[config.mk]
export PLATFORM = sky130hd
export DESIGN_NAME = collatz_sweep_ctrl_flat
export DESIGN_NICKNAME = d
export VERILOG_FILES = /design/src/rtl/collatz_sweep_ctrl_if.sv /design/src/rtl/collatz_sweep_ctrl.sv /design/src/flat_wrapper.sv
export SDC_FILE = /design/constraint.sdc
export NUM_CORES = 1
export LEC_CHECK = 0
export ABC_AREA = 0
export CORE_MARGIN = 1.5
export CORE_UTILIZATION = 40
export DETAILED_ROUTE_END_ITERATION = 7
export MAX_ROUTING_LAYER = met4
export PLACE_DENSITY = 0.66
export SLEW_MARGIN = 10
export SYNTH_ARGS = -nofsm -noshare
export SYNTH_HDL_FRONTEND = slang
export SYNTH_SLANG_ARGS = --single-unit
[constraint.sdc]
create_clock -name clk -period 2.95 [get_ports clk]
set_input_delay 0.295 -clock clk [delete_from_list [all_inputs] [get_ports clk]]
set_output_delay 0.295 -clock clk [all_outputs]
set_load 0.01 [all_outputs]
[src/rtl/collatz_sweep_ctrl_if.sv]
// Launch/kill/completion bus between the sweep controller and the Collatz orbit engine.
interface collatz_sweep_ctrl_if #(
  parameter int SEED_BITS = 32,
  parameter int OLEN_BITS = 16
);
  logic                 core_start;
  logic [SEED_BITS-1:0] core_seed;
  logic                 core_kill;
  logic                 core_done;
  logic [OLEN_BITS-1:0] core_orbit_len;

  modport master (output core_start, core_seed, core_kill, input  core_done, core_orbit_len);
  modport slave  (input  core_start, core_seed, core_kill, output core_done, core_orbit_len);
endinterface

[src/rtl/collatz_sweep_ctrl.sv]
// Sweeps a run of seeds through the Collatz engine, tracking the longest orbit and its seed.
// A watchdog kills the engine when one seed takes too long (e.g. seed 0 never reaches 1).
module collatz_sweep_ctrl #(
  parameter int SEED_BITS  = 32,
  parameter int COUNT_BITS = 16,
  parameter int OLEN_BITS  = 16,
  parameter int TIMEOUT    = 100000
) (
  input  logic                  clk,
  input  logic                  rst_n,
  input  logic [SEED_BITS-1:0]  cfg_seed,
  input  logic [COUNT_BITS-1:0] cfg_count,
  input  logic                  cfg_odd_only,
  input  logic                  go,
  input  logic                  abort,
  collatz_sweep_ctrl_if.master  core,
  output logic                  busy,
  output logic                  done,
  output logic                  err_timeout,
  output logic [OLEN_BITS-1:0]  best_len,
  output logic [SEED_BITS-1:0]  best_seed,
  output logic [COUNT_BITS-1:0] seeds_done
);
  localparam int WD_W = $clog2(TIMEOUT + 1);

  typedef enum logic [1:0] {IDLE, LAUNCH, WAIT, UPDATE} state_t;

  state_t                state;
  logic                  start_q, kill_q, odd_q;
  logic [SEED_BITS-1:0]  seed_q;
  logic [COUNT_BITS-1:0] count_q;
  logic [OLEN_BITS-1:0]  len_q;
  logic [WD_W-1:0]       wdog;
  logic [COUNT_BITS-1:0] done_nxt;
  logic [SEED_BITS-1:0]  seed_nxt;

  assign core.core_start = start_q;
  assign core.core_seed  = seed_q;
  assign core.core_kill  = kill_q;

  always_comb begin
    done_nxt = seeds_done + COUNT_BITS'(1);
    seed_nxt = seed_q + (odd_q ? SEED_BITS'(2) : SEED_BITS'(1));
  end

  always_ff @(posedge clk) begin
    if (!rst_n) begin
      state       <= IDLE;
      start_q     <= 1'b0;
      kill_q      <= 1'b0;
      odd_q       <= 1'b0;
      seed_q      <= '0;
      count_q     <= '0;
      len_q       <= '0;
      wdog        <= '0;
      busy        <= 1'b0;
      done        <= 1'b0;
      err_timeout <= 1'b0;
      best_len    <= '0;
      best_seed   <= '0;
      seeds_done  <= '0;
    end else begin
      start_q <= 1'b0;
      kill_q  <= 1'b0;
      // abort outranks every in-flight event; partial results stay visible
      if (abort && state != IDLE) begin
        state  <= IDLE;
        busy   <= 1'b0;
        kill_q <= (state == LAUNCH) || (state == WAIT);
      end else begin
        case (state)
          IDLE: if (go && !abort) begin
            seed_q      <= cfg_odd_only ? (cfg_seed | SEED_BITS'(1)) : cfg_seed;
            count_q     <= cfg_count;
            odd_q       <= cfg_odd_only;
            best_len    <= '0;
            best_seed   <= '0;
            seeds_done  <= '0;
            err_timeout <= 1'b0;
            if (cfg_count == '0) begin
              done <= 1'b1;
            end else begin
              done    <= 1'b0;
              state   <= LAUNCH;
              busy    <= 1'b1;
              start_q <= 1'b1;
            end
          end
          LAUNCH: begin
            state <= WAIT;
            wdog  <= '0;
          end
          WAIT: begin
            if (core.core_done) begin
              len_q <= core.core_orbit_len;
              state <= UPDATE;
            end else if (wdog == WD_W'(TIMEOUT - 1)) begin
              kill_q      <= 1'b1;
              err_timeout <= 1'b1;
              busy        <= 1'b0;
              state       <= IDLE;
            end else begin
              wdog <= wdog + WD_W'(1);
            end
          end
          UPDATE: begin
            // strict compare: ties keep the earlier seed
            if (len_q > best_len) begin
              best_len  <= len_q;
              best_seed <= seed_q;
            end
            seeds_done <= done_nxt;
            seed_q     <= seed_nxt;
            if (done_nxt == count_q) begin
              done  <= 1'b1;
              busy  <= 1'b0;
              state <= IDLE;
            end else begin
              start_q <= 1'b1;
              state   <= LAUNCH;
            end
          end
          default: state <= IDLE;
        endcase
      end
    end
  end
endmodule

[src/flat_wrapper.sv]
// flat-port wrapper written by rule: the top's interface ports become plain ports
module collatz_sweep_ctrl_flat 
#(
  parameter int SEED_BITS  = 32,
  parameter int COUNT_BITS = 16,
  parameter int OLEN_BITS  = 16,
  parameter int TIMEOUT    = 100000
)
  (clk, rst_n, cfg_seed, cfg_count, cfg_odd_only, go, abort, busy, done, err_timeout, best_len, best_seed, seeds_done, core_core_start, core_core_seed, core_core_kill, core_core_done, core_core_orbit_len);
  collatz_sweep_ctrl_if #(.SEED_BITS(SEED_BITS), .OLEN_BITS(OLEN_BITS)) core_i ();
  input  logic clk;
  input  logic rst_n;
  input  logic [SEED_BITS-1:0] cfg_seed;
  input  logic [COUNT_BITS-1:0] cfg_count;
  input  logic cfg_odd_only;
  input  logic go;
  input  logic abort;
  output logic busy;
  output logic done;
  output logic err_timeout;
  output logic [OLEN_BITS-1:0] best_len;
  output logic [SEED_BITS-1:0] best_seed;
  output logic [COUNT_BITS-1:0] seeds_done;
  output wire logic [$bits(core_i.core_start)-1:0] core_core_start;
  output wire logic [$bits(core_i.core_seed)-1:0] core_core_seed;
  output wire logic [$bits(core_i.core_kill)-1:0] core_core_kill;
  input wire logic [$bits(core_i.core_done)-1:0] core_core_done;
  input wire logic [$bits(core_i.core_orbit_len)-1:0] core_core_orbit_len;
  assign core_core_start = core_i.core_start;
  assign core_core_seed = core_i.core_seed;
  assign core_core_kill = core_i.core_kill;
  assign core_i.core_done = core_core_done;
  assign core_i.core_orbit_len = core_core_orbit_len;
  collatz_sweep_ctrl #(.SEED_BITS(SEED_BITS), .COUNT_BITS(COUNT_BITS), .OLEN_BITS(OLEN_BITS), .TIMEOUT(TIMEOUT)) u_core (.clk(clk), .rst_n(rst_n), .cfg_seed(cfg_seed), .cfg_count(cfg_count), .cfg_odd_only(cfg_odd_only), .go(go), .abort(abort), .core(core_i), .busy(busy), .done(done), .err_timeout(err_timeout), .best_len(best_len), .best_seed(best_seed), .seeds_done(seeds_done));
endmodule
After elaboration in Yosys (flattened, before gate mapping)
Cells that the tools add are included.
W data, S select, Z words.
{"block": "totals", "ff_bits": 153, "latchBits": 0, "ramBits": 0, "mem_bits_ro": 0, "in_bits": 70, "out_inout_bits": 101, "word_cells": 96, "n_memories": 0}
{"block": "op_classes", "addsub": 3, "mul": 0, "div_mod_pow": 0, "magnitude_cmp": 1, "n_eq_ne": 13, "n_shift": 0, "mux": 42, "bitwise_logic": 2, "n_reduce_logical": 21}
{"op": "$pmux W32 S2", "n": 2}
{"op": "$mux W32", "n": 3}
{"op": "$pmux W16 S2", "n": 2}
{"op": "$mux W17", "n": 2}
{"op": "$pmux W17 S2", "n": 1}
{"op": "$add A32 B32 Y32", "n": 1}
{"op": "$mux W16", "n": 2}
{"op": "$mux W1", "n": 20}
{"op": "$add A17 B1 Y17 const B", "n": 1}
{"op": "$eq A17 B17 Y1 const B", "n": 1}
{"op": "$add A16 B1 Y16 const B", "n": 1}
{"op": "$eq A16 B16 Y1", "n": 1}
{"op": "$gt A16 B16 Y1", "n": 1}
{"op": "$logic_not A16 Y1", "n": 1}
{"op": "$reduce_and A3 Y1", "n": 4}
{"op": "$reduce_and A4 Y1", "n": 3}
{"op": "$mux W2", "n": 5}
{"op": "$ne A2 B2 Y1 const B", "n": 4}
{"op": "$pmux W2 S4", "n": 1}
{"op": "$reduce_bool A2 Y1", "n": 4}
{"op": "$ne A2 B1 Y1 const B", "n": 3}
{"op": "$pmux W1 S2", "n": 3}
{"op": "$reduce_and A6 Y1", "n": 1}
{"op": "$reduce_and A5 Y1", "n": 1}
{"op": "other kinds (11)", "n": 14}

Logic depth before layout (Yosys ltp)
{"block": "depth", "depth_word": 5, "depth_mapped": 11, "mapped_depth_nobuf": 11}

Least setup slack after synthesis
OpenSTA, ideal clock, no wires.
{"block": "synth_path", "path_kind": "register -> register", "start": "reg u_core.seed_q[0] (netlist: u_core.core.core_seed[0])", "end": "reg u_core.seed_q[28] (netlist: u_core.core.core_seed[28])", "setup_ns": 0.128, "arrival_time_ns": 2.257, "required_time_ns": 2.822, "slack_ns": 0.565, "path_stages_with_launch": 11, "path_buffers": 0, "period_less_slack_ns": 2.385, "cell_sequence": "dfxtp_1 -> ha_1 -> inv_1 -> fa_1 -> and3b_1 -> nand4_1 -> nor2_1 -> and3_1 -> o21ai_0 -> a22oi_1 -> nor2_1"}
{"block": "synth_via", "elab_chain_len": 2}
{"item": "start, declared", "line": "collatz_sweep_ctrl.sv:30", "source": "logic [SEED_BITS-1:0] seed_q;"}
{"item": "start signal, assigned", "line": "collatz_sweep_ctrl.sv:73", "source": "seed_q <= cfg_odd_only ? (cfg_seed | SEED_BITS'(1)) : cfg_seed;"}
{"item": "start signal, assigned", "line": "collatz_sweep_ctrl.sv:113", "source": "seed_q <= seed_nxt;"}
{"item": "$add A32 B32 Y32", "line": "collatz_sweep_ctrl.sv:43", "source": "seed_nxt = seed_q + (odd_q ? SEED_BITS'(2) : SEED_BITS'(1));"}
{"item": "$pmux W32 S2", "line": "collatz_sweep_ctrl.sv:71", "source": "case (state)"}
No other way between the ends.
A chain may end at the register's enable or synchronous reset.

Worst setup path after layout
{"block": "layout_path", "start": "reg u_core.best_len[9]", "end": "reg u_core.best_seed[12]"}
{"block": "layout_via", "elab_chain_len": 3}
{"item": "start, declared", "line": "collatz_sweep_ctrl.sv:20", "source": "output logic [OLEN_BITS-1:0] best_len,"}
{"item": "start signal, assigned", "line": "collatz_sweep_ctrl.sv:109", "source": "best_len <= len_q;"}
{"item": "$gt A16 B16 Y1", "line": "collatz_sweep_ctrl.sv:108", "source": "if (len_q > best_len) begin"}
{"item": "$ne A2 B1 Y1 (no line)"}
{"item": "$reduce_and A4 Y1 (no line)"}
{"item": "end signal, assigned", "line": "collatz_sweep_ctrl.sv:110", "source": "best_seed <= seed_q;"}
{"item": "end, declared", "line": "collatz_sweep_ctrl.sv:21", "source": "output logic [SEED_BITS-1:0] best_seed,"}
No other way between the ends.

==> out/qor.csv <==
stage,metric,value,unit
sta,max-slew violation count,0,
worst_setup_path,worst-case reg-to-reg path depth,10,
sta,RSZ-0062 raised after global routing,no,
cts,"Setup Fix Bufs, Post-CTS",0,
routing,Final ANT Viol Nets,0,
grt,antenna violations before repair,0,
sta,Final WS setup,313,ps
worst_setup_path,crit path DAT,3000,ps
floorplan,total die area,19600,um^2
final_layout,ant diodes,0,
worst_setup_path,reg2reg start,u_core.best_len[9]$_SDFFE_PN0P_,
logic_synthesis,"Avg Cell Area, Syn",8.05,um^2
cts,TritonCTS clock tree,done,
sta,post-route setup TNS,0,ps
cts,worst skew pair latency,430,ps
placed_design,number of port buffers,170,
routing,DRC,0,
logic_synthesis,"Seq/Total Area, Yosys",40.8,%
floorplan,core footprint,18200,um^2
final_layout,layout cells sized above 1,6.51,%
routing,DRT Pass-1 Iters,5,
worst_setup_path,worst-path maximum fanout,36,
grt,total congestion overflow,0,
logic_synthesis,Syn Std Cell Area,7510,um^2
floorplan,Initial Util,41.3,%
power_and_ir_drop,standby leakage power,3.54,nW
final_layout,"Core Util, Final",54.9,%
cts,CTS Buffer Depth,2,
min_path,Worst Hold Class,in -> reg,
power_and_ir_drop,worst vdd ir,0.000449,V
cts,Clock Tree Root,clkbuf_16,
worst_setup_path,CP required,3320,ps
sta,"Hold Vio Cnt, Final",0,
cts,"CTS clk-pin slew, worst paths",60,ps
status,status,completed,
sta,f_max,379,MHz
logic_synthesis,Area contributors post-synth,"dfxtp_1 (41%), nand2_1 (7.0%), a21oi_1 (6.5%)",
grt,gr usage total,22.9,%
cts,CTS Hold Bufs,0,
logic_synthesis,Ys Warns,0,
grt,vias in the first global route,6715,
sta,Final setup viols,0,
placed_design,dpl ws,320,ps
cts,H-tree levels,4,
final_layout,Area growth syn-to-layout,33.1,%
routing,Iter 0 DRT Violations,445,
run,Maximum Capacitance Violations,0,
cts,post-CTS sizing,0,
placed_design,Post-DP Area,9410,um^2
routing,DR WL/cell,16.3,um
worst_setup_path,reg2reg setup slack,310,ps
routing,Total Routed Length,21600,um
floorplan,Die W,140,um
routing,routed vias,7244,
sta,fin crit share,89.4,%
routing,vias per cell,5.49,
worst_setup_path,FF-to-FF End,u_core.best_seed[12]$_SDFFE_PN0P_,
worst_setup_path,crit start category,flip-flop,
logic_synthesis,#FFs+latches synth,153,
logic_synthesis,top cell type's share of synthesized area,40.8,%
worst_setup_path,CP Class,reg -> reg,
worst_setup_path,critical path launch point,u_core.best_len[9]$_SDFFE_PN0P_,
placed_design,HPWL after DPL,15300,um
grt,first-pass GRT wire length,34900,um
logic_synthesis,Syn Inst Count,933,
sta,worst setup skew after layout,10.6,ps
sta,post-layout minimum cycle time,2640,ps
sta,Worst Tran Pin Value,956,ps
logic_synthesis,top cell type by total area after synthesis,dfxtp_1,
logic_synthesis,Async SR Flop Fraction,0,%
cts,Inserted Clock Buffers,17,
floorplan,Die Y,140,um
placed_design,placer congestion estimate,0.862,
floorplan,I/O pin count,171,
worst_setup_path,crit path to,u_core.best_seed[12]$_SDFFE_PN0P_,
logic_synthesis,Mapped Nets,1030,
final_layout,final instance area,10000,um^2
floorplan,FP Rows,49,
logic_synthesis,Post-synth EDFFs,0,
power_and_ir_drop,pwr/cell area,595,nW/um^2
cts,Sink Count,153,
logic_synthesis,cell with the most instances after synthesis,dfxtp_1,
worst_setup_path,endpoint type of the worst setup path,flip-flop,
sta,Slew HR,36.0,%
logic_synthesis,commonest cells in the netlist,"dfxtp_1 (153), nand2_1 (141), a21oi_1 (98)",
logic_synthesis,Yosys cell types,63,
final_layout,nets,1176,
grt,pin count of the biggest net entering global routing,49,
logic_synthesis,prevailing post-synth register cell,dfxtp_1,
power by group:
| group | switching [mW] | total [mW] | internal (mW) |
|---|---|---|---|
| Sequential | 0.209 | 2.43 | 2.22 |
| Clock | 0.876 | 2.18 | 1.31 |
| Combinational | 0.749 | 1.34 | 0.592 |
registers in the layout, summed over array words and instances, names as in the netlist, 2 cells and up:
name	cells
u_core.best_seed	32
u_core.core.core_seed	32
u_core.wdog	17
u_core.best_len	16
u_core.count_q	16
u_core.len_q	16
u_core.seeds_done	16
u_core.state	2
cell usage in the layout, fill, tap and decap left out, types with 6 or more instances in the layout:
| master | netlist | layout |
|---|---|---|
| o22ai_1 | 10 | 10 |
| dfxtp_1 | 153 | 153 |
| nand3_1 | 32 | 32 |
| nor2b_1 | 6 | 6 |
| xor2_1 | 9 | 9 |
| nor3_1 | 27 | 26 |
| a21o_1 | 8 | 8 |
| buf_4 | 1 | 18 |
| a31oi_1 | 8 | 8 |
| clkdlybuf4s50_1 | 0 | 170 |
| a22oi_1 | 6 | 6 |
| nand4_1 | 21 | 21 |
| o21ai_0 | 44 | 44 |
| nor2_1 | 67 | 67 |
| nand2_1 | 141 | 141 |
| ha_1 | 26 | 25 |
| inv_1 | 35 | 34 |
| and4_1 | 7 | 7 |
| and2_1 | 8 | 8 |
| and3_1 | 11 | 11 |
| clkbuf_16 | 0 | 17 |
| xnor2_1 | 21 | 21 |
| or3_1 | 10 | 10 |
| a22o_1 | 49 | 49 |
| a21oi_1 | 98 | 98 |
| a211oi_1 | 12 | 12 |
stage by stage:
stage               hold slack (ps)  power [mW]  instances
finish                          417        5.95       1320
detailed placement              462        3.81       1289
global route                    418        6.26       1320
CTS                             405        6.00       1320
global placement                456        3.79       1289
floorplan                       431        3.21        933
kinds of logic after synthesis:
| family | after synthesis | share of synthesized area (%) |
|---|---|---|
| simple gates | 357 | 22.6 |
| flops | 153 | 40.8 |
| compound gates | 269 | 23.4 |
| buf+inv | 97 | 5.16 |
| fa+ha+maj | 27 | 4.60 |
| xor+xnor | 30 | 3.50 |
routing by layer:
| layer | vias up | track usage [%] | share of wire [%] |
|---|---|---|---|
| li1 | 3617 | - | - |
| met1 | 3409 | 28.3 | 45 |
| met2 | 195 | 37.7 | 47 |
| met3 | 23 | 4.72 | 5.5 |
| met4 | 0 | 7.26 | 1.8 |
| met5 | - | - | 0 |
critical path: stages, from the launching register on:
cell	delay [ps]
dfxtp_1	360
inv_1	60
ha_1	300
a21o_1	190
a21o_1	170
a211oi_1	210
o21ai_0	160
o31ai_1	430
o211a_1	280
buf_12	210
a22o_1	170
area by class of cell:
type                    instances  area, um^2
flip-flops and latches        153        3060
inverters                      35         131
clock inverters                11         120
multi-input cells             683        4070
fillers                      1688        8210
well taps                     229         287
clock buffers                  20         467
repair buffers                189        1860
how the worst min path moves through the flow:
stage,from,to,slack (ps),cells past startpoint
6_report,core_core_orbit_len[11],u_core.len_q[11]$_SDFFE_PN0P_,420,3
5_1_grt,core_core_orbit_len[3],u_core.len_q[3]$_SDFFE_PN0P_,420,3
4_1_cts,core_core_orbit_len[11],u_core.len_q[11]$_SDFFE_PN0P_,400,3
3_5_place_dp,u_core.count_q[10]$_SDFFE_PN0P_,u_core.count_q[10]$_SDFFE_PN0P_,460,2
3_3_place_gp,u_core.count_q[14]$_SDFFE_PN0P_,u_core.count_q[14]$_SDFFE_PN0P_,460,2
2_1_floorplan,cfg_count[0],u_core.count_q[0]$_SDFFE_PN0P_,430,2
No activity file was read; power rests on OpenSTA's default activity.
